==> config.mk <==
export PLATFORM = sky130hd
export DESIGN_NAME = rdyack_burst_repeat
export DESIGN_NICKNAME = d
export VERILOG_FILES = /design/src/rtl/rdyack_burst_repeat.sv
export SDC_FILE = /design/constraint.sdc
export NUM_CORES = 1
export LEC_CHECK = 0
export ABC_AREA = 1
export ABC_CLOCK_PERIOD_IN_PS = 2300
export BUFFER_PORTS_ARGS = -buffer_cell sky130_fd_sc_hd__buf_4
export CAP_MARGIN = 20
export CELL_PAD_IN_SITES_DETAIL_PLACEMENT = 1
export CELL_PAD_IN_SITES_GLOBAL_PLACEMENT = 2
export CORE_AREA = 5 5 89 91
export CTS_CLUSTER_SIZE = 25
export DETAILED_ROUTE_END_ITERATION = 8
export DIE_AREA = 0 0 94 96
export GPL_TIMING_DRIVEN = 0
export HOLD_SLACK_MARGIN = 0.03
export PLACE_DENSITY_LB_ADDON = 0.12
export SKIP_CTS_REPAIR_TIMING = 1
export SLEW_MARGIN = 25
export SYNTH_ARGS = -nofsm -noshare
export SYNTH_HDL_FRONTEND = slang
export SYNTH_SLANG_ARGS = --single-unit
==> constraint.sdc <==
create_clock -name i_clk -period 2.3 [get_ports i_clk]
set_input_delay 0 -clock i_clk [delete_from_list [all_inputs] [get_ports i_clk]]
set_output_delay 0 -clock i_clk [all_outputs]
set_load 0.01 [all_outputs]
==> src/rtl/rdyack_burst_repeat.sv <==
// Expands one (base, count) rdy/ack descriptor into `count` registered output beats.
// Optional macro BURST_REPEAT_STRIDE_EN adds a per-descriptor index stride (default stride 1).
module rdyack_burst_repeat #(
  parameter int unsigned BW_CNT = 8,
  parameter int unsigned BW_IDX = 16
) (
  input  logic              i_clk,
  input  logic              i_rst,
  input  logic              src_rdy,
  output logic              src_ack,
  input  logic [BW_IDX-1:0] i_base,
  input  logic [BW_CNT-1:0] i_cnt,
`ifdef BURST_REPEAT_STRIDE_EN
  input  logic [BW_IDX-1:0] i_stride,
`endif
  output logic              dst_rdy,
  input  logic              dst_ack,
  output logic [BW_IDX-1:0] o_idx,
  output logic              o_last,
  output logic              o_busy
);

  typedef enum logic [0:0] {StIdle, StRun} state_e;

  state_e            state_q;
  logic [BW_CNT-1:0] rem_q;
  logic [BW_IDX-1:0] step;
  logic              beat_done;
  logic              last_done;

  // Remaining beats after the one currently presented on o_idx.
`ifdef BURST_REPEAT_STRIDE_EN
  logic [BW_IDX-1:0] stride_q;
  assign step = stride_q;
`else
  assign step = BW_IDX'(1);
`endif

  assign beat_done = (state_q == StRun) && dst_ack;
  assign last_done = beat_done && o_last;

  // A new descriptor may be taken while the final beat of the previous burst is consumed.
  assign src_ack = src_rdy && ((state_q == StIdle) || last_done);
  assign o_busy  = dst_rdy;

  always_ff @(posedge i_clk or posedge i_rst) begin
    if (i_rst) begin
      state_q  <= StIdle;
      dst_rdy  <= 1'b0;
      o_idx    <= '0;
      o_last   <= 1'b0;
      rem_q    <= '0;
`ifdef BURST_REPEAT_STRIDE_EN
      stride_q <= '0;
`endif
    end else if (src_ack) begin
`ifdef BURST_REPEAT_STRIDE_EN
      stride_q <= i_stride;
`endif
      if (i_cnt != '0) begin
        state_q <= StRun;
        dst_rdy <= 1'b1;
        o_idx   <= i_base;
        rem_q   <= i_cnt - BW_CNT'(1);
        o_last  <= (i_cnt == BW_CNT'(1));
      end else begin
        // Zero-length descriptor is consumed without producing a beat.
        state_q <= StIdle;
        dst_rdy <= 1'b0;
        o_last  <= 1'b0;
        rem_q   <= '0;
      end
    end else if (beat_done) begin
      if (o_last) begin
        state_q <= StIdle;
        dst_rdy <= 1'b0;
        o_last  <= 1'b0;
      end else begin
        o_idx  <= o_idx + step;
        rem_q  <= rem_q - BW_CNT'(1);
        o_last <= (rem_q == BW_CNT'(1));
      end
    end
  end

endmodule
==> results, run 1 <==
- The final core utilization is 0.371.
- The number of global-route vias before repair is roughly 2200.
- The number of slew-limit violations in the final report is 0.
- 0 antenna diodes ended up in the layout.
- For the pin with the worst max-slew slack, the measured transition is 623 ps.
- After synthesis the netlist holds a flip-flop and latch count of 26.
- Setup repair after global routing left no endpoint under its margin.
- The die covers 9020 µm².
- In the global route stage, met3 resource usage came out at 0.0235.
- The CTS tree is yes.
- Using the TritonRoute via totals, the vias-per-cell ratio works out to 4.64.
- The startpoint type of the worst setup path is a flip-flop.
- The worst-path maximum fanout is 10.
- The core region area is between 7000 and 8000 µm².
- During placement, the flow inserted port buffers numbering 47.
- Measured along the x axis, the die boundary spans between 90 and 100 µm.
- The vertical die dimension is approximately 96 µm.
- The arrival time of data at the critical path endpoint is about 1900 ps.
- For this run, global-route usage on met2 was measured as 0.296.
- The number of DRC violations after detailed-routing iteration 0 is 35.
- For this block, the routed nets add up to 6650 µm of wire.
- Counting along the longest clock path gives a buffer depth of 2.
- Of the synthesized area, sequential elements account for 0.321.
- The number of antenna violations at the first check in global routing was 0.
- The mapped netlist covers approximately 2000 µm².
- The run finished with clean final reports.
- Measured against its own limit, the worst slew margin works out to 0.584.
- The initial cell density of the core is 0.287.
- Clock skew on the completed layout was measured at between 10 and 15 ps.
- After filler insertion, the fill cell instance count of the layout stands at 943.
- Once detailed placement completed, the half-perimeter wirelength came to 5110 µm.
- The count of nets left with antenna violations once routing finished came out at 0.
- For this design the top-level I/O count stands at 48.
- The source-to-sink clock delay at the later pin of the worst-skew pair is 280 ps.
- The synthesized design contains 0 enable-type register cells.
- The kind of end point of the critical path is a flip-flop.
- For this run, the total global-route usage over all layers was measured as 0.149.
- The clock-pin slew on the worst setup and hold paths is 110 ps.
- The count of cell types in the netlist is 31.
- Summed over all layers, the global routing overflow is 0.
- The row count is 31.
- For the final routed database, the setup TNS stands at 0 ps.
- The first global-routing pass estimated around 11000 µm of wire.
- The time the final worst path needs with I/O delays and setup is around 1700 ps.
- The layer carrying the most global-route usage is met2.
- The library cell used as clock root buffer is sky130_fd_sc_hd__clkbuf_8.
- The number of H-tree branching levels is 1.
- The number of buffers inserted during clock tree synthesis is 3.
- At the end of routability-driven placement, the weighted congestion stood at between 0.7 and 0.8.
- After detailed routing, the average wire length per cell comes to 14.1 µm.
- The total number of yosys warnings is 0.
- The final count of hold timing violations is 0.
- The cell leakage power is 1.37 nW.
- The class of the most critical hold timing path is primary input to flip-flop.
- The number of max-cap violations is 0.
- The largest net degree at the start of global routing is 27.
- The share of layout cells above drive strength 1 is 0.198.
- In the synthesized netlist the async set-or-reset flop fraction comes to 1.00.
- Power spread over the standard cell area amounts to around 1200 nW/µm².
- The final count of negative-setup-slack endpoints is 0.
- The vias after detailed routing is between 2000 and 2500.
- The first detailed-routing pass ran for 4 iterations.
- The critical path required time is 2480 ps.
- Counting every net in the synthesized netlist gives approximately 350.
- The category of the most critical setup path is flip-flop to flip-flop.
- The total number of nets in the final design is 408.
- VDD sags by at most 0.000441 V.
- Clock tree synthesis found a total of 26 sinks.
- The instance count of the mapped netlist is approximately 320.
- For met1 alone, demand over resource in global routing was 0.171.
- The final critical-path share of the clock period is 0.749.
- The mean post-synth cell area is between 6 and 7 µm².
- For this run, the leading register cell type out of synthesis is sky130_fd_sc_hd__dfrtp_1.
- The fmax is roughly 580 MHz.
- The post-route DRC violation count is 0.
- The area growth from synthesis to layout is 29.0%.
[critical path, stage by stage (launching register included)]
cell,delay [ps]
sky130_fd_sc_hd__dfrtp_1,460
sky130_fd_sc_hd__nand2_1,100
sky130_fd_sc_hd__nand2_2,70
sky130_fd_sc_hd__nand2_4,90
sky130_fd_sc_hd__clkbuf_1,490
sky130_fd_sc_hd__o21ai_0,190
sky130_fd_sc_hd__o211ai_1,140
sky130_fd_sc_hd__nand2_1,70
[synthesized netlist by cell type, types with 4 or more instances]
cell type                 number  area share
sky130_fd_sc_hd__nand3_1      33       0.081
sky130_fd_sc_hd__xor2_1        4       0.017
sky130_fd_sc_hd__o21ai_0      13       0.032
sky130_fd_sc_hd__nand2_1     109        0.20
sky130_fd_sc_hd__nor2_1       43       0.080
sky130_fd_sc_hd__ha_1          5       0.031
sky130_fd_sc_hd__dfrtp_1      26        0.32
sky130_fd_sc_hd__nand2_2       4       0.012
sky130_fd_sc_hd__nand4_1       9       0.028
sky130_fd_sc_hd__inv_1        34       0.063
[where the power goes]
group	switching, mW	internal [mW]
registers	0.279	0.679
logic	1.02	0.708
clock network	0.162	0.233
total	1.46	1.62
[flip-flops by register name (all words and copies together) (netlist names)]
name and cells:
o_idx 16, state_q 1, rem_q 8, o_last 1
[kinds of logic (layout without fill, tap and decap cells)]
group	Yosys count	in the layout	share of synthesized area
AOI/OAI and AO/OA	26	26	0.0728
xor gates and xnor gates	4	4	0.0173
adders and majority gates	5	5	0.0308
buffers and inverters	44	99	0.0950
DFF	26	26	0.321
and+or+nand+nor	214	214	0.463
[per-stage QoR]
| stage | power [mW] | cell area [µm²] | setup WS, ps | hold slack (ps) | std cells |
|---|---|---|---|---|---|
| after global routing | 3.38 | 2620 | 425 | 33.4 | 473 |
| after global placement | 2.69 | 2500 | 617 | 257 | 465 |
| after CTS | 3.14 | 2580 | 573 | -199 | 469 |
| after floorplan | 2.02 | 2030 | 911 | 40.0 | 319 |
| after detailed placement | 2.73 | 2500 | 579 | 123 | 465 |
| final | 3.08 | 2620 | 577 | 26.6 | 473 |
[path summary, 6_finish.rpt]
kind	to	slack, ps	startpoint	depth (start not counted)
max	o_idx[3]	580	o_last	7
min	rem_q[0]	30	i_cnt[0]	4
max reg2reg	o_idx[3]	580	o_last	7
min reg2reg	rem_q[3]	520	rem_q[3]	2
max in group asynchronous	o_idx[14]	1530	i_rst	3
min in group asynchronous	state_q	350	i_rst	3
[per-layer routing]
metal,vias up,part of all wire
met5,-,0
met3,2,0.023
li1,1115,-
met4,0,0.0035
met1,1058,0.43
met2,20,0.54
[area by class of cell]
class / count / area (µm²) / share of cell area
multi-input combinational: 249 / 1180 / 0.453
sequential: 26 / 651 / 0.249
timing repair buffer: 51 / 393 / 0.150
inverter: 36 / 136 / 0.0521
tap: 99 / 124 / 0.0473
buffer: 8 / 56.3 / 0.0215
clock buffer: 3 / 41.3 / 0.0158
clock inverter: 1 / 30.0 / 0.0115
[layout by cell type (no fill, tap or decap)]
cell type	count
sky130_fd_sc_hd__inv_2	2
sky130_fd_sc_hd__nand2_1	109
sky130_fd_sc_hd__buf_2	3
sky130_fd_sc_hd__nor3_1	1
sky130_fd_sc_hd__nand4_1	9
sky130_fd_sc_hd__nand3_1	33
sky130_fd_sc_hd__o21a_1	1
sky130_fd_sc_hd__a21oi_1	3
sky130_fd_sc_hd__buf_6	2
sky130_fd_sc_hd__or2_2	2
sky130_fd_sc_hd__nor2_4	3
sky130_fd_sc_hd__inv_1	33
sky130_fd_sc_hd__o21ai_2	1
sky130_fd_sc_hd__nand2_4	1
sky130_fd_sc_hd__nand3b_1	3
sky130_fd_sc_hd__bufinv_16	1
sky130_fd_sc_hd__o21ai_1	3
sky130_fd_sc_hd__nor2_1	43
sky130_fd_sc_hd__ha_1	5
sky130_fd_sc_hd__dlygate4sd3_1	4
sky130_fd_sc_hd__clkbuf_1	1
sky130_fd_sc_hd__clkinv_2	1
sky130_fd_sc_hd__dfrtp_1	26
sky130_fd_sc_hd__nand2_2	4
sky130_fd_sc_hd__or2_0	1
sky130_fd_sc_hd__o211ai_1	3
sky130_fd_sc_hd__a22oi_1	1
sky130_fd_sc_hd__o21ai_0	13
sky130_fd_sc_hd__clkbuf_8	3
sky130_fd_sc_hd__buf_4	49
sky130_fd_sc_hd__nor2_2	2
sky130_fd_sc_hd__xor2_1	4
sky130_fd_sc_hd__a31oi_1	1
sky130_fd_sc_hd__or2_1	3
Note: power is estimated with default switching activity, not from simulation.
==> run 2, diff against run 1 <==
Settings changed: ABC_CLOCK_PERIOD_IN_PS 2300 to 1400, CORE_AREA 5 5 89 91 to 5 5 97 99, DIE_AREA 0 0 94 96 to 0 0 102 104.
Clock period 2.3 ns to 1.4 ns, I/O delays scaled along.
==> run 2 against run 1 <==
The run now ends with setup timing left. Design area grew 11%. Critical path depth grew 1. Sequential share of layout area shrank 2.3 points. Register-to-register slack lost 590 ps. Flip-flop and latch count is the same. Final cell count grew 5.7%. Critical path type unchanged. Largest power group unchanged.
==> results, run 2 (synthesis gave the netlist of run 1 again) <==
- Status: finished, violations left (was completed).
- The checks that failed: setup timing.
- The worst-path maximum fanout was 10 (unchanged).
- The arrival time of data at the critical path endpoint is 1600 ps (was 1900 ps).
- The total congestion overflow is 0 (unchanged).
- The critical path required time was 1590 ps (was 2480 ps).
- The number of buffer cells added on primary ports is 47 (unchanged).
- The post-route DRC violation count was 0 (unchanged).
- The total power consumption of the routed design is 5.74 mW (was 3.08 mW).
- The vertical die dimension was 104 µm (was 96 µm).
- The global routing usage summed across all routing layers is 0.135 (was 0.149).
- The library cell used as clock root buffer is sky130_fd_sc_hd__clkbuf_8 (unchanged).
- The final count of negative-setup-slack endpoints is 2 (was 0).
- The count of antenna-violating nets left after detailed routing is 0 (unchanged).
- The number of global-route vias before repair came to 2300 (was 2187).
- Top library cells by usage in the layout, fill and taps aside: 108 x sky130_fd_sc_hd__nand2_1, 67 x sky130_fd_sc_hd__buf_4, 35 x sky130_fd_sc_hd__nor2_1 (was 109 x sky130_fd_sc_hd__nand2_1, 49 x sky130_fd_sc_hd__buf_4, 43 x sky130_fd_sc_hd__nor2_1).
- The routability-driven placement congestion ratio is 0.777 (was 0.748).
- The startpoint of the worst register-to-register path is o_last (unchanged).
- The category of the most critical setup path is flip-flop to flip-flop (unchanged).
- The CTS tree is yes (unchanged).
- The cell leakage power is 1.48 nW (was 1.37 nW).
- The fmax is 709 MHz (was 580 MHz).
- The time the final worst path needs with I/O delays and setup was 1410 ps (was 1720 ps).
- RSZ-0062 raised after global routing: true (was false).
- The critical path's slowest cell is sky130_fd_sc_hd__dfrtp_2 (was sky130_fd_sc_hd__clkbuf_1).
- The clock-pin slew on the worst setup and hold paths is 110 ps (about the same).
- The number of slew-limit violations in the final report came to 0 (unchanged).
- The transition time at the pin with the least slew margin is 654 ps (was 623 ps).
- The number of top-level design ports is 48 (unchanged).
- The share of layout cells above drive strength 1 is 0.291 (was 0.198).
- The source-to-sink clock delay at the later pin of the worst-skew pair is 290 ps (was 280 ps).
- The initial cell density of the core is 0.240 (was 0.287).
- The headroom to the max-slew limit is 0.563 (was 0.584).
- The post-detailed-route wirelength per cell is 14.5 µm (was 14.1 µm).
- The final critical-path share of the clock period was 1.01 (was 0.749).
- The commonest non-fill, non-tap cell in the layout was sky130_fd_sc_hd__nand2_1 (unchanged).
- The worst-case vdd ir drop is 0.000507 V (was 0.000441 V).
- The area of the die is 10600 µm² (was 9020 µm²).
- The HPWL reported at the end of detailed placement is 5320 µm (was 5110 µm).
- The total number of nets in the final design is 426 (was 408).
- The worst setup slack before clock tree synthesis is -311 ps (was 579 ps).
- The number of H-tree branching levels came to 1 (unchanged).
- Biggest regs: o_idx: 16 flops, rem_q: 8 flops (unchanged).
- The startpoint type of the worst setup path is a flip-flop (unchanged).
- The number of detailed-route iterations in the first pass is 4 (unchanged).
- The largest net degree at the start of global routing came to 27 (unchanged).
- The number of buffers on the longest clock path is 2 (unchanged).
- The hold path startpoint is i_base[2] (was i_cnt[0]).
- The overall routed net length is 7240 µm (was 6650 µm).
- The number of antenna violations at the first check in global routing is 0 (unchanged).
- The power density relative to cell area is 1970 nW/µm² (was 1180 nW/µm²).
- Cell-by-cell trace of the critical path: nand2_2, nand2_2, nand2_4, buf_6, buf_6, nand3_1, nand2_1, nand2_1 (was nand2_1, nand2_2, nand2_4, clkbuf_1, o21ai_0, o211ai_1, nand2_1).
- The final count of hold timing violations is 0 (unchanged).
- The start point of the critical path was o_last (unchanged).
- The setup skew after layout is 12.8 ps (was 13.7 ps).
- The number of antenna diodes was 0 (unchanged).
- The kind of end point of the critical path is a flip-flop (unchanged).
- The class of the most critical hold timing path was primary input to flip-flop (unchanged).
- The number of max-cap violations came to 0 (unchanged).
- The total number of clock tree sinks was 26 (unchanged).
- The largest register by flop count is o_idx (unchanged).
- The area growth from synthesis to layout came to 43.5% (was 29.0%).
- The final setup slack of the worst path came to -11.3 ps (was 577 ps).
- The number of buffers inserted during clock tree synthesis is 3 (unchanged).
- The cell family with the largest share of critical-path delay is simple AND/OR/NAND/NOR gates (was buffers and inverters).
- The number of flip-flops under the largest register name is 16 (unchanged).
- The number of DRC violations after detailed-routing iteration 0 was 35 (unchanged).
- The routed via count divided by cell count was 4.55 (was 4.64).
- The core region area is 8470 µm² (was 7060 µm²).
- The die extent in x is 102 µm (was 94 µm).
- The first-pass GRT wire length is 11500 µm (was 10600 µm).
- The largest stage delay on the critical path is 460 ps (was 490 ps).
- The vias after detailed routing is 2273 (was 2195).
- The row count is 34 (was 31).
- The buffer and inverter count on the worst path came to 2 (was 1).
run 2: worst reg2reg max path, stage by stage, from the launching register on:
cell	delay, ps
sky130_fd_sc_hd__dfrtp_2	460
sky130_fd_sc_hd__nand2_2	70
sky130_fd_sc_hd__nand2_2	70
sky130_fd_sc_hd__nand2_4	140
sky130_fd_sc_hd__buf_6	190
sky130_fd_sc_hd__buf_6	180
sky130_fd_sc_hd__nand3_1	100
sky130_fd_sc_hd__nand2_1	80
sky130_fd_sc_hd__nand2_1	40
run 2: worst paths after layout:
check                                 end  slack, ps  cells past startpoint
worst max-delay path            o_idx[12]        -10                      8
worst min-delay path             o_idx[2]          9                      5
min in group asynchronous        o_idx[0]        360                      3
worst max register to register  o_idx[12]        -10                      8
max in group asynchronous          o_last        570                      3
worst min register to register   rem_q[3]        520                      2
run 2: final cells by class:
type / instances / area, µm²
Fill cell: 1118 / 5560
Multi-Input combinational cell: 249 / 1270
Sequential cell: 26 / 657
Timing Repair Buffer: 69 / 546
Inverter: 36 / 143
Tap cell: 108 / 135
Buffer: 8 / 86.3
Clock buffer: 3 / 41.3
Clock inverter: 1 / 30.0
run 2: routing by layer:
metal	routed length (µm)	global-route usage
met1	3140	0.165
met3	168	0.0195
met2	3890	0.251
met4	36	0.0197
met5	0	0
run 2: report_power, final:
| group | total [mW] | switching (mW) | internal, mW | leakage, nW |
|---|---|---|---|---|
| clock | 0.666 | 0.282 | 0.383 | 0.0357 |
| sequential | 1.58 | 0.448 | 1.13 | 0.314 |
| combinational | 3.49 | 1.91 | 1.59 | 1.13 |
| total | 5.74 | 2.64 | 3.10 | 1.48 |
run 2: per-stage QoR:
stage | cells | hold slack (ps) | instance area [µm²] | utilization | TNS (ps)
floorplan | 319 | 40.0 | 2030 | - | 0
global placement | 474 | 259 | 2520 | 0.297 | -5480
detailed placement | 474 | 133 | 2520 | 0.297 | -5610
CTS | 478 | -191 | 2590 | 0.306 | -6090
global route | 500 | 40.5 | 2910 | 0.344 | -1330
finish | 500 | 8.85 | 2910 | 0.344 | -11.5
